### config.mk
export PLATFORM = sky130hd
export DESIGN_NAME = hw7_alu_flat
export DESIGN_NICKNAME = d
export VERILOG_FILES = /design/src/rtl/hw7_pkg.sv /design/src/rtl/hw7_alu_if.sv /design/src/rtl/hw7_addsub.sv /design/src/rtl/hw7_alu.sv /design/src/flat_wrapper.sv
export SDC_FILE = /design/constraint.sdc
export NUM_CORES = 1
export LEC_CHECK = 0
export BUFFER_PORTS_ARGS = -buffer_cell sky130_fd_sc_hd__buf_2
export CAP_MARGIN = 20
export CORE_MARGIN = 4
export CORE_UTILIZATION = 45
export CTS_BUF_LIST = sky130_fd_sc_hd__clkbuf_4
export CTS_CLUSTER_SIZE = 28
export DETAILED_ROUTE_END_ITERATION = 7
export PLACE_DENSITY = 0.64
export SLEW_MARGIN = 10
export SYNTH_ARGS = -nofsm -noshare
export SYNTH_HDL_FRONTEND = slang
export SYNTH_HIERARCHICAL = 1
export SYNTH_SLANG_ARGS = --single-unit
### constraint.sdc
create_clock -name clk -period 5.6 [get_ports clk]
set_clock_uncertainty 0.05 [all_clocks]
set_input_delay 0.28 -clock clk [delete_from_list [all_inputs] [get_ports clk]]
set_output_delay 0.28 -clock clk [all_outputs]
set_load 0.05 [all_outputs]
### src/rtl/hw7_pkg.sv
// Shared constants and opcode classification for the hw7 execute-stage ALU.
// Exports: WIDTH_DEF, opcode localparams OP_AND..OP_MVN, flag indices FL_N/Z/C/V,
// op_class_e plus the helpers op_class(), is_compare() and is_arith().
package hw7_pkg;

    localparam int unsigned WIDTH_DEF = 32;
    localparam int unsigned OP_W      = 4;
    localparam int unsigned FLAG_W    = 4;

    localparam logic [OP_W-1:0] OP_AND = 4'd0;
    localparam logic [OP_W-1:0] OP_EOR = 4'd1;
    localparam logic [OP_W-1:0] OP_SUB = 4'd2;
    localparam logic [OP_W-1:0] OP_RSB = 4'd3;
    localparam logic [OP_W-1:0] OP_ADD = 4'd4;
    localparam logic [OP_W-1:0] OP_ADC = 4'd5;
    localparam logic [OP_W-1:0] OP_SBC = 4'd6;
    localparam logic [OP_W-1:0] OP_RSC = 4'd7;
    localparam logic [OP_W-1:0] OP_TST = 4'd8;
    localparam logic [OP_W-1:0] OP_TEQ = 4'd9;
    localparam logic [OP_W-1:0] OP_CMP = 4'd10;
    localparam logic [OP_W-1:0] OP_CMN = 4'd11;
    localparam logic [OP_W-1:0] OP_ORR = 4'd12;
    localparam logic [OP_W-1:0] OP_MOV = 4'd13;
    localparam logic [OP_W-1:0] OP_BIC = 4'd14;
    localparam logic [OP_W-1:0] OP_MVN = 4'd15;

    localparam int unsigned FL_N = 3;
    localparam int unsigned FL_Z = 2;
    localparam int unsigned FL_C = 1;
    localparam int unsigned FL_V = 0;

    // LOGIC: writes result, N/Z only. ARITH: writes result, NZCV.
    // TEST (TST/TEQ): no result write, N/Z only. CMP (CMP/CMN): no result write, NZCV.
    typedef enum logic [1:0] {
        CLS_LOGIC = 2'd0,
        CLS_ARITH = 2'd1,
        CLS_TEST  = 2'd2,
        CLS_CMP   = 2'd3
    } op_class_e;

    function automatic op_class_e op_class(input logic [OP_W-1:0] op);
        op_class_e cls;
        case (op)
            OP_SUB, OP_RSB, OP_ADD, OP_ADC, OP_SBC, OP_RSC: cls = CLS_ARITH;
            OP_TST, OP_TEQ:                                 cls = CLS_TEST;
            OP_CMP, OP_CMN:                                 cls = CLS_CMP;
            default:                                        cls = CLS_LOGIC;
        endcase
        return cls;
    endfunction

    function automatic logic is_compare(input op_class_e cls);
        return (cls == CLS_TEST) || (cls == CLS_CMP);
    endfunction

    function automatic logic is_arith(input op_class_e cls);
        return (cls == CLS_ARITH) || (cls == CLS_CMP);
    endfunction

endpackage

### src/rtl/hw7_alu_if.sv
// Operand/result bundle between the issue logic and the ALU.
// master: drives num1, num2, temp, cm; observes FL, num3.
// slave : the ALU; observes operands/opcode, drives FL, num3.
interface hw7_alu_if #(
    parameter int unsigned WIDTH = 32
) ();

    logic [WIDTH-1:0] num1;
    logic [WIDTH-1:0] num2;
    logic [1:0]       temp;
    logic [3:0]       cm;
    logic [3:0]       FL;
    logic [WIDTH-1:0] num3;

    modport master (
        output num1, num2, temp, cm,
        input  FL, num3
    );

    modport slave (
        input  num1, num2, temp, cm,
        output FL, num3
    );

endinterface

### src/rtl/hw7_addsub.sv
// Combinational WIDTH-bit adder: sum = x + y + cin, with carry-out and signed overflow.
// Ports: x, y (operands as seen by the adder), cin -> sum, cout, ovf.
module hw7_addsub #(
    parameter int unsigned WIDTH = 32
) (
    input  logic [WIDTH-1:0] x,
    input  logic [WIDTH-1:0] y,
    input  logic             cin,
    output logic [WIDTH-1:0] sum,
    output logic             cout,
    output logic             ovf
);

    logic [WIDTH:0] full;

    assign full = {1'b0, x} + {1'b0, y} + {{WIDTH{1'b0}}, cin};
    assign sum  = full[WIDTH-1:0];
    assign cout = full[WIDTH];
    // Operand signs agree but the result sign differs.
    assign ovf  = (x[WIDTH-1] == y[WIDTH-1]) && (sum[WIDTH-1] != x[WIDTH-1]);

endmodule

### src/rtl/hw7_alu.sv
// ARM-style data-processing ALU with registered result (num3) and NZCV flags (FL).
// Ports: clk, rst_n (synchronous, active-low), bus (hw7_alu_if.slave: num1, num2,
// temp[0]=carry-in, temp[1]=set-flags, cm=opcode; outputs FL, num3).
module hw7_alu
    import hw7_pkg::*;
#(
    parameter int unsigned WIDTH = WIDTH_DEF
) (
    input  logic       clk,
    input  logic       rst_n,
    hw7_alu_if.slave   bus
);

    logic [WIDTH-1:0] num3_q;
    logic [3:0]       fl_q;

    logic             ci;
    logic             set_fl;
    op_class_e        cls;
    logic [WIDTH-1:0] add_x;
    logic [WIDTH-1:0] add_y;
    logic             add_cin;
    logic [WIDTH-1:0] add_sum;
    logic             add_cout;
    logic             add_ovf;
    logic [WIDTH-1:0] result;
    logic [3:0]       fl_next;
    logic             wr_res;
    logic             wr_fl;

    hw7_addsub #(.WIDTH(WIDTH)) u_addsub (
        .x    (add_x),
        .y    (add_y),
        .cin  (add_cin),
        .sum  (add_sum),
        .cout (add_cout),
        .ovf  (add_ovf)
    );

    // Operand routing into the single adder; subtracts are x + ~y + cin.
    always_comb begin
        // Unknown control bits on temp resolve to 0.
        ci      = (bus.temp[0] === 1'b1);
        set_fl  = (bus.temp[1] === 1'b1);
        cls     = op_class(bus.cm);
        add_x   = bus.num1;
        add_y   = bus.num2;
        add_cin = 1'b0;
        case (bus.cm)
            OP_SUB, OP_CMP: begin
                add_y   = ~bus.num2;
                add_cin = 1'b1;
            end
            OP_RSB: begin
                add_x   = bus.num2;
                add_y   = ~bus.num1;
                add_cin = 1'b1;
            end
            OP_ADC: add_cin = ci;
            OP_SBC: begin
                add_y   = ~bus.num2;
                add_cin = ci;
            end
            OP_RSC: begin
                add_x   = bus.num2;
                add_y   = ~bus.num1;
                add_cin = ci;
            end
            default: ;
        endcase
    end

    // Result select, flag computation and write enables.
    always_comb begin
        result = add_sum;
        case (bus.cm)
            OP_AND, OP_TST: result = bus.num1 & bus.num2;
            OP_EOR, OP_TEQ: result = bus.num1 ^ bus.num2;
            OP_ORR:         result = bus.num1 | bus.num2;
            OP_MOV:         result = bus.num2;
            OP_BIC:         result = bus.num1 & ~bus.num2;
            OP_MVN:         result = ~bus.num2;
            default:        result = add_sum;
        endcase

        fl_next       = fl_q;
        fl_next[FL_N] = result[WIDTH-1];
        fl_next[FL_Z] = (result == '0);
        if (is_arith(cls)) begin
            fl_next[FL_C] = add_cout;
            fl_next[FL_V] = add_ovf;
        end

        wr_res = !is_compare(cls);
        wr_fl  = is_compare(cls) || set_fl;
    end

    // Output registers with synchronous reset.
    always_ff @(posedge clk) begin
        if (!rst_n) begin
            num3_q <= '0;
            fl_q   <= 4'b0000;
        end else begin
            if (wr_res) num3_q <= result;
            if (wr_fl)  fl_q   <= fl_next;
        end
    end

    assign bus.num3 = num3_q;
    assign bus.FL   = fl_q;

endmodule

### src/flat_wrapper.sv
// flat-port wrapper written by rule: the top's interface ports become plain ports
module hw7_alu_flat import hw7_pkg::*;
#(
    parameter int unsigned WIDTH = WIDTH_DEF
)
  (clk, rst_n, bus_num1, bus_num2, bus_temp, bus_cm, bus_FL, bus_num3);
  hw7_alu_if #(.WIDTH(WIDTH)) bus_i ();
  input  logic clk;
  input  logic rst_n;
  input wire logic [$bits(bus_i.num1)-1:0] bus_num1;
  input wire logic [$bits(bus_i.num2)-1:0] bus_num2;
  input wire logic [$bits(bus_i.temp)-1:0] bus_temp;
  input wire logic [$bits(bus_i.cm)-1:0] bus_cm;
  output wire logic [$bits(bus_i.FL)-1:0] bus_FL;
  output wire logic [$bits(bus_i.num3)-1:0] bus_num3;
  assign bus_i.num1 = bus_num1;
  assign bus_i.num2 = bus_num2;
  assign bus_i.temp = bus_temp;
  assign bus_i.cm = bus_cm;
  assign bus_FL = bus_i.FL;
  assign bus_num3 = bus_i.num3;
  hw7_alu #(.WIDTH(WIDTH)) u_core (.clk(clk), .rst_n(rst_n), .bus(bus_i));
endmodule
After elaboration in Yosys (flattened, before gate mapping)
Memory sizes are Yosys's and may differ from the RTL's.
Cells that the tools add are included.
{"block": "totals", "latchBits": 0, "register_bits": 36, "mem_bits_ro": 32, "out_inout_bits": 36, "n_memories": 1, "in_bits": 72, "ramBits": 0}
{"name": "(name not given)", "depth": 16, "width": 2, "rd": 1, "rd_clocked_by_memory_dff": 0, "wr": 0, "line": "hw7_pkg.sv:43", "source": "case (op)"}
{"block": "classes", "muxes": 4, "mul": 0, "order_cmp": 0, "add_sub_neg": 2, "n_reduce_logical": 13, "div": 0, "bitwise_logic": 6, "n_shift": 0, "eq_ne": 20}
{"cell": "32-bit one-hot mux with 6 select lines", "count": 1}
{"cell": "32-bit bitwise AND", "count": 2}
{"cell": "32-bit inverter", "count": 2}
{"cell": "32-bit one-hot mux with 2 select lines", "count": 1}
{"cell": "32-bit by 32-bit adder with 33-bit output", "count": 1}
{"cell": "33-bit by 1-bit adder with 33-bit output", "count": 1}
{"cell": "32-bit logical NOT", "count": 1}
{"cell": "32-bit two-way mux", "count": 1}
{"cell": "32-bit OR", "count": 1}
{"cell": "32-bit bitwise XOR", "count": 1}
{"cell": "4-bit == test, second input constant", "count": 7}
{"cell": "4-bit by 3-bit == test with 1-bit output, second input constant", "count": 3}
{"cell": "3-bit OR reduction", "count": 3}
{"cell": "4-bit by 2-bit == test with 1-bit output, second input constant", "count": 2}
{"cell": "2-bit OR reduction", "count": 3}
{"cell": "2-bit == test, second input constant", "count": 2}
{"cell": "4-bit by 1-bit == test with 1-bit output, second input constant", "count": 1}
{"cell": "4-bit logical NOT", "count": 1}
{"cell": "1-bit logical OR", "count": 3}
{"cell": "2-bit by 1-bit == test with 1-bit output, second input constant", "count": 1}
{"cell": "1-bit case equality test, second input constant", "count": 2}
{"cell": "1-bit one-hot mux with 2 select lines", "count": 1}
{"cell": "2-bit AND reduction", "count": 1}
{"cell": "1-bit == test", "count": 1}
{"cell": "other kinds (2)", "count": 2}

Logic depth before layout (Yosys ltp)
Gate-level depths: netlist of the first run.
{"block": "logic_depth", "ltp_word": 7, "ltp_mapped": 25}

Hierarchy
The synthesis of the first run kept the hierarchy.
{"mod": "hw7_alu", "seq_area_each_um2": 720.7, "area_each_um2": 4986.0, "cells_per_inst": 770, "n_inst": 1}
{"mod": "hw7_addsub", "seq_area_each_um2": 0.0, "area_each_um2": 1686.6, "cells_per_inst": 228, "n_inst": 1}

Worst setup path after synthesis of the first run
No wires, ideal clock.
{"block": "synth_path", "kind": "in2reg", "startpoint": "input port bus_cm[0]", "endpoint": "register u_core.fl_q[2] (netlist: u_core/bus.FL[2])", "slack_ns": 0.251, "n_path_buf": 5, "cell_stages": 23, "required_ns": 5.481, "arrival_time_ns": 5.230, "setup_time_ns": 0.069, "path_cell_list": "buf_2 buf_2 buf_1 clkbuf_1 nor3_1 inv_1 nand2_1 clkbuf_1 o21ai_0 fa_1 fa_1 a21o_1 a221oi_1 nor3_1 nor2_1 o2111a_1 o21ai_0 xor2_1 o32a_1 nor4_1 nand4_1 or4_1 o21ai_1"}
{"block": "synth_between", "elab_chain_len": 7}
{"element": "start: declaration", "line": "flat_wrapper.sv:13", "source": "input wire logic [$bits(bus_i.cm)-1:0] bus_cm;"}
{"element": "4-bit by 2-bit == test with 1-bit output, or another cell as far along", "line": "hw7_alu.sv:49", "source": "case (bus.cm)"}
{"element": "3-bit OR reduction (no line) / 2-bit OR reduction (equally long branches)"}
{"element": "32-bit one-hot mux with 2 select lines *", "line": "hw7_alu.sv:49"}
{"element": "named net u_core.add_y[0]", "line": "hw7_alu.sv:21", "source": "logic [WIDTH-1:0] add_y;"}
{"element": "32-bit by 32-bit adder with 33-bit output *", "line": "hw7_addsub.sv:16", "source": "assign full = {1'b0, x} + {1'b0, y} + {{WIDTH{1'b0}}, cin};"}
{"element": "33-bit by 1-bit adder with 33-bit output *", "line": "hw7_addsub.sv:16"}
{"element": "named net u_core.add_sum[20]", "line": "hw7_alu.sv:23", "source": "logic [WIDTH-1:0] add_sum;"}
{"element": "32-bit one-hot mux with 6 select lines *", "line": "hw7_alu.sv:76", "source": "case (bus.cm)"}
{"element": "32-bit logical NOT *", "line": "hw7_alu.sv:88", "source": "fl_next[FL_Z] = (result == '0);"}
{"element": "end signal: assignment", "line": "hw7_alu.sv:105", "source": "if (wr_fl) fl_q <= fl_next;"}
{"element": "end: declaration", "line": "hw7_alu.sv:15", "source": "logic [3:0] fl_q;"}
The timed path passes the listed nets; every way through them passes the cells marked *.
A chain may end at the register's enable or synchronous reset.

Final worst setup path of the first run
{"block": "layout_path", "startpoint": "input port bus_cm[3]", "endpoint": "register u_core.fl_q[2] (netlist: u_core/bus.FL[2])"}
Same word-level chain as after synthesis.

==> impl_metrics.csv, run 1 <==
group,metric,value,unit
status,status,"completed",
job,max_cap_viol_count,0,
routing,ant_nets,0,
yosys,synth_top_area_frac,0.1181,
grt,met2_usage,0.4380,
critical_path,cp-start-kind,"input pin",
cells_and_area,fin_nets,1197,
yosys,syn_nets,1135,
critical_path,end_kind,"register",
sta,fin_tns_setup,0,ns
cts,clk_pin_slew_worst_paths,0.11,ns
routing,wire_per_inst,18.64,um
yosys,yosysWarningCount,6,
routing,firstDrtPassIters,5,
sta,fmax,207.8,MHz
cts,cts_setup_buffers,0,
cells_and_area,layout_common_cells,"nand2_1, o21ai_0, buf_2, nor2_1, a21oi_1",
cts,cts_tree,"yes",
cts,cts-root-buf,"clkbuf_4",
grt,busiest_layer,"met2",
yosys,synth_area_leaders,"ha_1, dfxtp_1, o21ai_0, nand2_1, a21oi_1",
floorplan,die_width,129.8,um
power,p_total,1.424,mW
cells_and_area,utilization,0.5004,
cells_and_area,final_common_cell,"nand2_1",
yosys,ys_types,80,
grt,grt_pass1_wl,35970,um
sta,finalMaxSlewViolations,0,
sta,finalHoldViolCount,0,
cts,clock_path_buffers,2,
yosys,yosys_most_used_dff,"dfxtp_1",
routing,drc_errors,0,
critical_path,cp_max_fo,20,
yosys,synth_edf_count,0,
floorplan,die_area,0.01684,mm2
floorplan,row_count,44,
sta,rsz0062_at_grt,"no",
cts,clock_sinks,36,
yosys,postSynthRegisterBits,36,
grt,antenna_found_initial,0,
grt,grt_max_degree,69,
grt,met3_usage,0.03234,
sta,slew_headroom,0.4326,
cells_and_area,drive_gt1_frac,0.1443,
placed_design,port_buffers,107,
yosys,synth_area,0.006673,mm2
yosys,async_flop_share,0,
floorplan,core-area,0.01453,mm2
yosys,syn_area_per_cell,6.686,um2
placed_design,gp_congestion,0.9645,
grt,use_met1,0.3644,
cells_and_area,area_growth,9.001,%
routing,vias,7488,
power,p_per_area,195.8,mW/mm2
cts,cts_hold_buf,0,
floorplan,dieHeight,129.8,um
power,power_leakage,3.509,nW
sta,fin_crit_sh,0.8595,
grt,grt_pass1_vias,6705,
cts,clk_latency,0.35,ns
routing,drt-initial-drc-count,803,
grt,gr-total-overflow,0,
floorplan,start_util,0.4591,
yosys,yosys.area.top_type,"ha_1",
hold_path,worstHoldPathType,"in2reg",
yosys,netlist_instances,998,
power,ir_worst_vdd,0.09628,mV
critical_path,crit_arrival,5.06,ns
placed_design,dp_hpwl,17430,um
grt,grt_usage,0.2665,
critical_path,crit_required,5.85,ns
floorplan,ios,108,
sta,finalSetupViolCount,0,
sta,layout_min_cycle_time,4.813,ns
routing,totalWireLength,23190,um
sta,tightest_slew,0.8484,ns
routing,drt-vias-per-instance,6.019,
critical_path,worstSetupPathType,"in2reg",
cts,ctsResizeCount,0,
cts,cts_buffers,5,
sta,whs,0.2367,ns
cells_and_area,n_antenna_cell,0,
cts,htree_num_levels,2,
yosys,ys_seq_area_frac,0.1080,
## final cells by class
cell class                      count  area, um2
Sequential cell                    36      720.7
Inverter                           76      285.3
Tap cell                          184      230.2
Clock inverter                      1      5.005
Fill cell                        1561       7261
Timing Repair Buffer              124      663.1
Clock buffer                        6      45.04
Multi-Input combinational cell    817       5324
## registers in the layout, indices dropped and copies added (netlist names)
| register | cells |
|---|---|
| u_core/bus.FL | 4 |
| u_core/bus.num3 | 32 |
## worst paths after layout
path	from	endpoint	slack, ns	cells after the start
max	bus_cm[3]	u_core/bus.FL[2]	0.79	21
min	bus_temp[1]	u_core/bus.FL[2]	0.24	4
max reg2reg	u_core/bus.num3[15]	u_core/bus.num3[15]	4.81	3
min reg2reg	u_core/bus.num3[12]	u_core/bus.num3[12]	0.42	2
## critical path, stage by stage
cell and delay, ns:
buf_2 0.08, buf_4 0.27, clkinv_1 0.18, nand3_4 0.17, nor2_1 0.06, a21oi_1 0.10
o21ai_0 0.13, fa_1 0.49, fa_1 0.41, a21o_1 0.21, a221oi_1 0.46, nor3_1 0.16
nor2_1 0.31, o2111a_1 0.24, o21ai_0 0.09, xor2_1 0.16, o32a_1 0.21, nor4_1 0.34
nand4_1 0.12, or4_1 0.45, o21ai_1 0.12
## where the power goes
group	internal (mW)	total (mW)	switching, mW
combinational	0.347	0.984	0.637
sequential	0.288	0.304	0.0158
clock	0.0510	0.135	0.0843
total	0.687	1.42	0.737
## per-stage QoR
stage	setup WS (ns)	area [um2]	std cells
6_report	0.7868	7273	1244
5_1_grt	0.3247	7273	1244
4_1_cts	0.8087	7273	1244
3_5_place_dp	0.4120	7223	1237
3_3_place_gp	0.5359	7223	1237
2_1_floorplan	0.2509	6673	998
## metal layers
layer / part of all wire / wire length (um)
met1: 0.44 / 10240
met2: 0.45 / 10530
met3: 0.068 / 1581
met4: 0.036 / 839
met5: 0 / 0
## cells in the mapped netlist, drive strengths merged (11+ instances only)
library cell / number
xor2: 13
o211ai: 12
o21ai: 117
a21o: 17
dfxtp: 36
clkbuf: 38
nor2: 101
a21oi: 79
o211a: 15
nand2: 116
buf: 31
a31oi: 28
o32ai: 11
nand3: 19
ha: 63
nor3: 13
inv: 75
xnor2: 35
## cell families (layout without fill, tap and decap cells)
logic type / Yosys count / in the layout / synth area share
buffers and inverters: 145 / 207 / 0.09676
AOI/OAI and AO/OA: 377 / 377 / 0.3754
DFF: 36 / 36 / 0.1080
xor gates and xnor gates: 48 / 48 / 0.06300
adders and majority gates: 65 / 65 / 0.1241
muxes: 12 / 12 / 0.01875
and+or+nand+nor: 315 / 315 / 0.2140
Note: power is estimated with default switching activity, not from simulation.
==> inputs of run 2 (changes only) <==
--- a/config.mk
+++ b/config.mk
@@ -12,9 +12,8 @@
 export CTS_BUF_LIST = sky130_fd_sc_hd__clkbuf_4
 export CTS_CLUSTER_SIZE = 28
 export DETAILED_ROUTE_END_ITERATION = 7
-export PLACE_DENSITY = 0.64
+export PLACE_DENSITY = 0.65
 export SLEW_MARGIN = 10
 export SYNTH_ARGS = -nofsm -noshare
 export SYNTH_HDL_FRONTEND = slang
-export SYNTH_HIERARCHICAL = 1
 export SYNTH_SLANG_ARGS = --single-unit
==> run 2 against run 1 <==
Sequential share of layout area rose by 0.33 points. First-iteration DRC count down 33%. Synthesized cell count up 0.20%. Count of clock-buffer cells in the layout unchanged. Critical path type unchanged. Critical endpoint is now u_core.bus.FL[2]. Largest power group unchanged.
==> impl_metrics.csv, run 2 <==
group,metric,value,unit
grt,grt_pass1_vias,7059,
routing,totalWireLength,22980,um
cells_and_area,n_antenna_cell,0,
yosys,ys_seq_area_frac,0.1129,
cts,clk_pin_slew_worst_paths,0.11,ns
yosys,synth_edf_count,0,
cts,cts_tree,"yes",
sta,whs,0.1741,ns
cts,ctsResizeCount,0,
sta,fin_tns_setup,0,ns
cells_and_area,nFillCells,1494,
yosys,synth_area,0.006382,mm2
yosys,netlist_instances,1000,
critical_path,cp-start-kind,"input pin",
critical_path,cpMaxStageDelayCell,"or3_2",
sta,layout_min_cycle_time,4.741,ns
sta,fin_crit_sh,0.8466,
yosys,ys_types,69,
critical_path,worstSetupPathType,"in2reg",
sta,fmax,210.9,MHz
routing,drt-initial-drc-count,537,
placed_design,gp_congestion,0.9924,
yosys,ys_top_cells_by_count,"nand2_1, a21oi_1, nor2_1",
floorplan,row_count,43,
cells_and_area,final_common_cell,"nand2_1",
cts,cts_hold_buf,0,
routing,vias,7586,
grt,gr-total-overflow,0,
cts,htree_num_levels,2,
cells_and_area,largest_register_ffs,32,
floorplan,core-area,0.01388,mm2
grt,grt_max_degree,68,
cells_and_area,drive_gt1_frac,0.1371,
critical_path,cp_max_fo,61,
sta,fin_ws,0.8588,ns
cells_and_area,ff_latch_area,720.7,um2
sta,finalMaxSlewViolations,0,
cts,cts-root-buf,"clkbuf_4",
placed_design,dp_hpwl,17940,um
routing,firstDrtPassIters,7,
floorplan,die_area,0.01615,mm2
yosys,async_flop_share,0,
sta,rsz0062_at_grt,"no",
routing,drc_errors,0,
floorplan,die_width,127.1,um
yosys,syn_nets,1137,
placed_design,place_ws,0.5465,ns
power,power_leakage,3.225,nW
cells_and_area,multi_input_area,0.005095,mm2
yosys,synth.most_common_cell,"nand2_1",
power,p_per_area,202.6,mW/mm2
sta,slew_headroom,0.2674,
yosys,synth_area_leaders,"ha_1, dfxtp_1, a21oi_1, o21ai_0, nand2_1",
cells_and_area,layout_common_cells,"nand2_1, a21oi_1, buf_2, nor2_1, o21ai_0",
yosys,postSynthRegisterBits,36,
floorplan,ios,108,
critical_path,crit_required,5.84,ns
critical_path,max_stage_delay,0.47,ns
cells_and_area,fin_nets,1194,
floorplan,start_util,0.4598,
yosys,synth_top_area_frac,0.1235,
cts,clock_path_buffers,2,
routing,wire_per_inst,18.56,um
hold_path,worstHoldPathType,"in2reg",
placed_design,port_buffers,107,
yosys,yosys_most_used_dff,"dfxtp_1",
grt,grt_pass1_wl,37370,um
grt,antenna_found_initial,0,
yosys,syn_area_per_cell,6.382,um2
status,status,"completed",
yosys,yosys.area.top_type,"ha_1",
sta,tightest_slew,1.093,ns
cts,clock_sinks,36,
cts,cts_buffers,5,
critical_path,rrSetupSlack,4.82,ns
grt,grt_usage,0.2816,
power,ir_worst_vdd,0.09122,mV
critical_path,cp_cell_sequence,"buf_2, inv_1, or3_2, buf_4, nand2_1, o21ai_0, fa_1, fa_1, a21oi_1, o21ai_1, a21oi_2, xnor2_1, a211oi_1, and4_1, nand4_1, nor3_2, nand4_1, o21ai_1",
cts,clk_latency,0.35,ns
cts,cts_setup_buffers,0,
yosys,yosysWarningCount,0,
job,max_cap_viol_count,0,
critical_path,crit_arrival,4.98,ns
sta,finalHoldViolCount,0,
cells_and_area,utilization,0.5071,
sta,finalSetupViolCount,0,
routing,drt-vias-per-instance,6.128,
routing,ant_nets,0,
critical_path,end_kind,"register",
floorplan,dieHeight,127.1,um
cells_and_area,area_growth,10.29,%
## run 2: cell types whose count changed after synthesis, moves of 13 or more
cell / change
a21oi_1: +29
a211oi_1: +19
o21ai_0: -17
o22ai_1: +16
nor3_1: +15
xnor2_1: -13
## run 2: final cells by class
cell class / instances / area share
Sequential cell: 36 / 0.1024
Clock inverter: 2 / 0.004977
Multi-Input combinational cell: 819 / 0.7238
Timing Repair Buffer: 121 / 0.09101
Inverter: 74 / 0.03946
Clock buffer: 6 / 0.006399
Tap cell: 180 / 0.03199
## run 2: metrics by stage
step	total power [mW]	cell area [um2]	std cells
final	1.426	7039	1238
after detailed placement	1.232	6959	1230
after global routing	1.545	7039	1238
after CTS	1.421	7039	1238
after floorplan	0.9855	6382	1000
after global placement	1.232	6959	1230
## run 2: cell families after synthesis
| family | share of synthesized area |
|---|---|
| AO/OA/AOI/OAI | 0.3793 |
| AND/OR/NAND/NOR | 0.2209 |
| buffers and inverters | 0.09057 |
| adder cells (fa/ha/maj) | 0.1298 |
| XOR/XNOR | 0.06175 |
| flip-flops | 0.1129 |
| multiplexers | 0.004705 |
## run 2: power by group
group	total (mW)	internal, mW	switching, mW	leakage [nW]
Sequential	0.304	0.288	0.0161	0.298
Combinational	0.934	0.317	0.618	2.88
Clock	0.189	0.0984	0.0902	0.0456
Total	1.43	0.703	0.724	3.23
## run 2: metal layers
layer  GRT usage  part of all wire  routed length, um
met1      0.3476              0.41               9488
met2      0.4978              0.49              11220
met3     0.02174             0.043                979
met4      0.1300             0.056               1294
met5           0                 0                  0
## run 2: worst paths after layout
check                           start             endpoint  cells after the start
setup / recovery            bus_cm[0]     u_core.bus.FL[2]                     18
hold / removal                  rst_n   u_core.bus.num3[5]                      2
setup reg to reg  u_core.bus.num3[14]  u_core.bus.num3[14]                      2
hold reg to reg   u_core.bus.num3[13]  u_core.bus.num3[13]                      2
## run 2: critical path: cells and delay by family
kind | cells | cell delay, ns
AOI/OAI and AO/OA | 6 | 1.44
adders and majority gates | 2 | 0.92
xor gates and xnor gates | 1 | 0.11
buffers and inverters | 3 | 0.79
and+or+nand+nor | 6 | 1.45
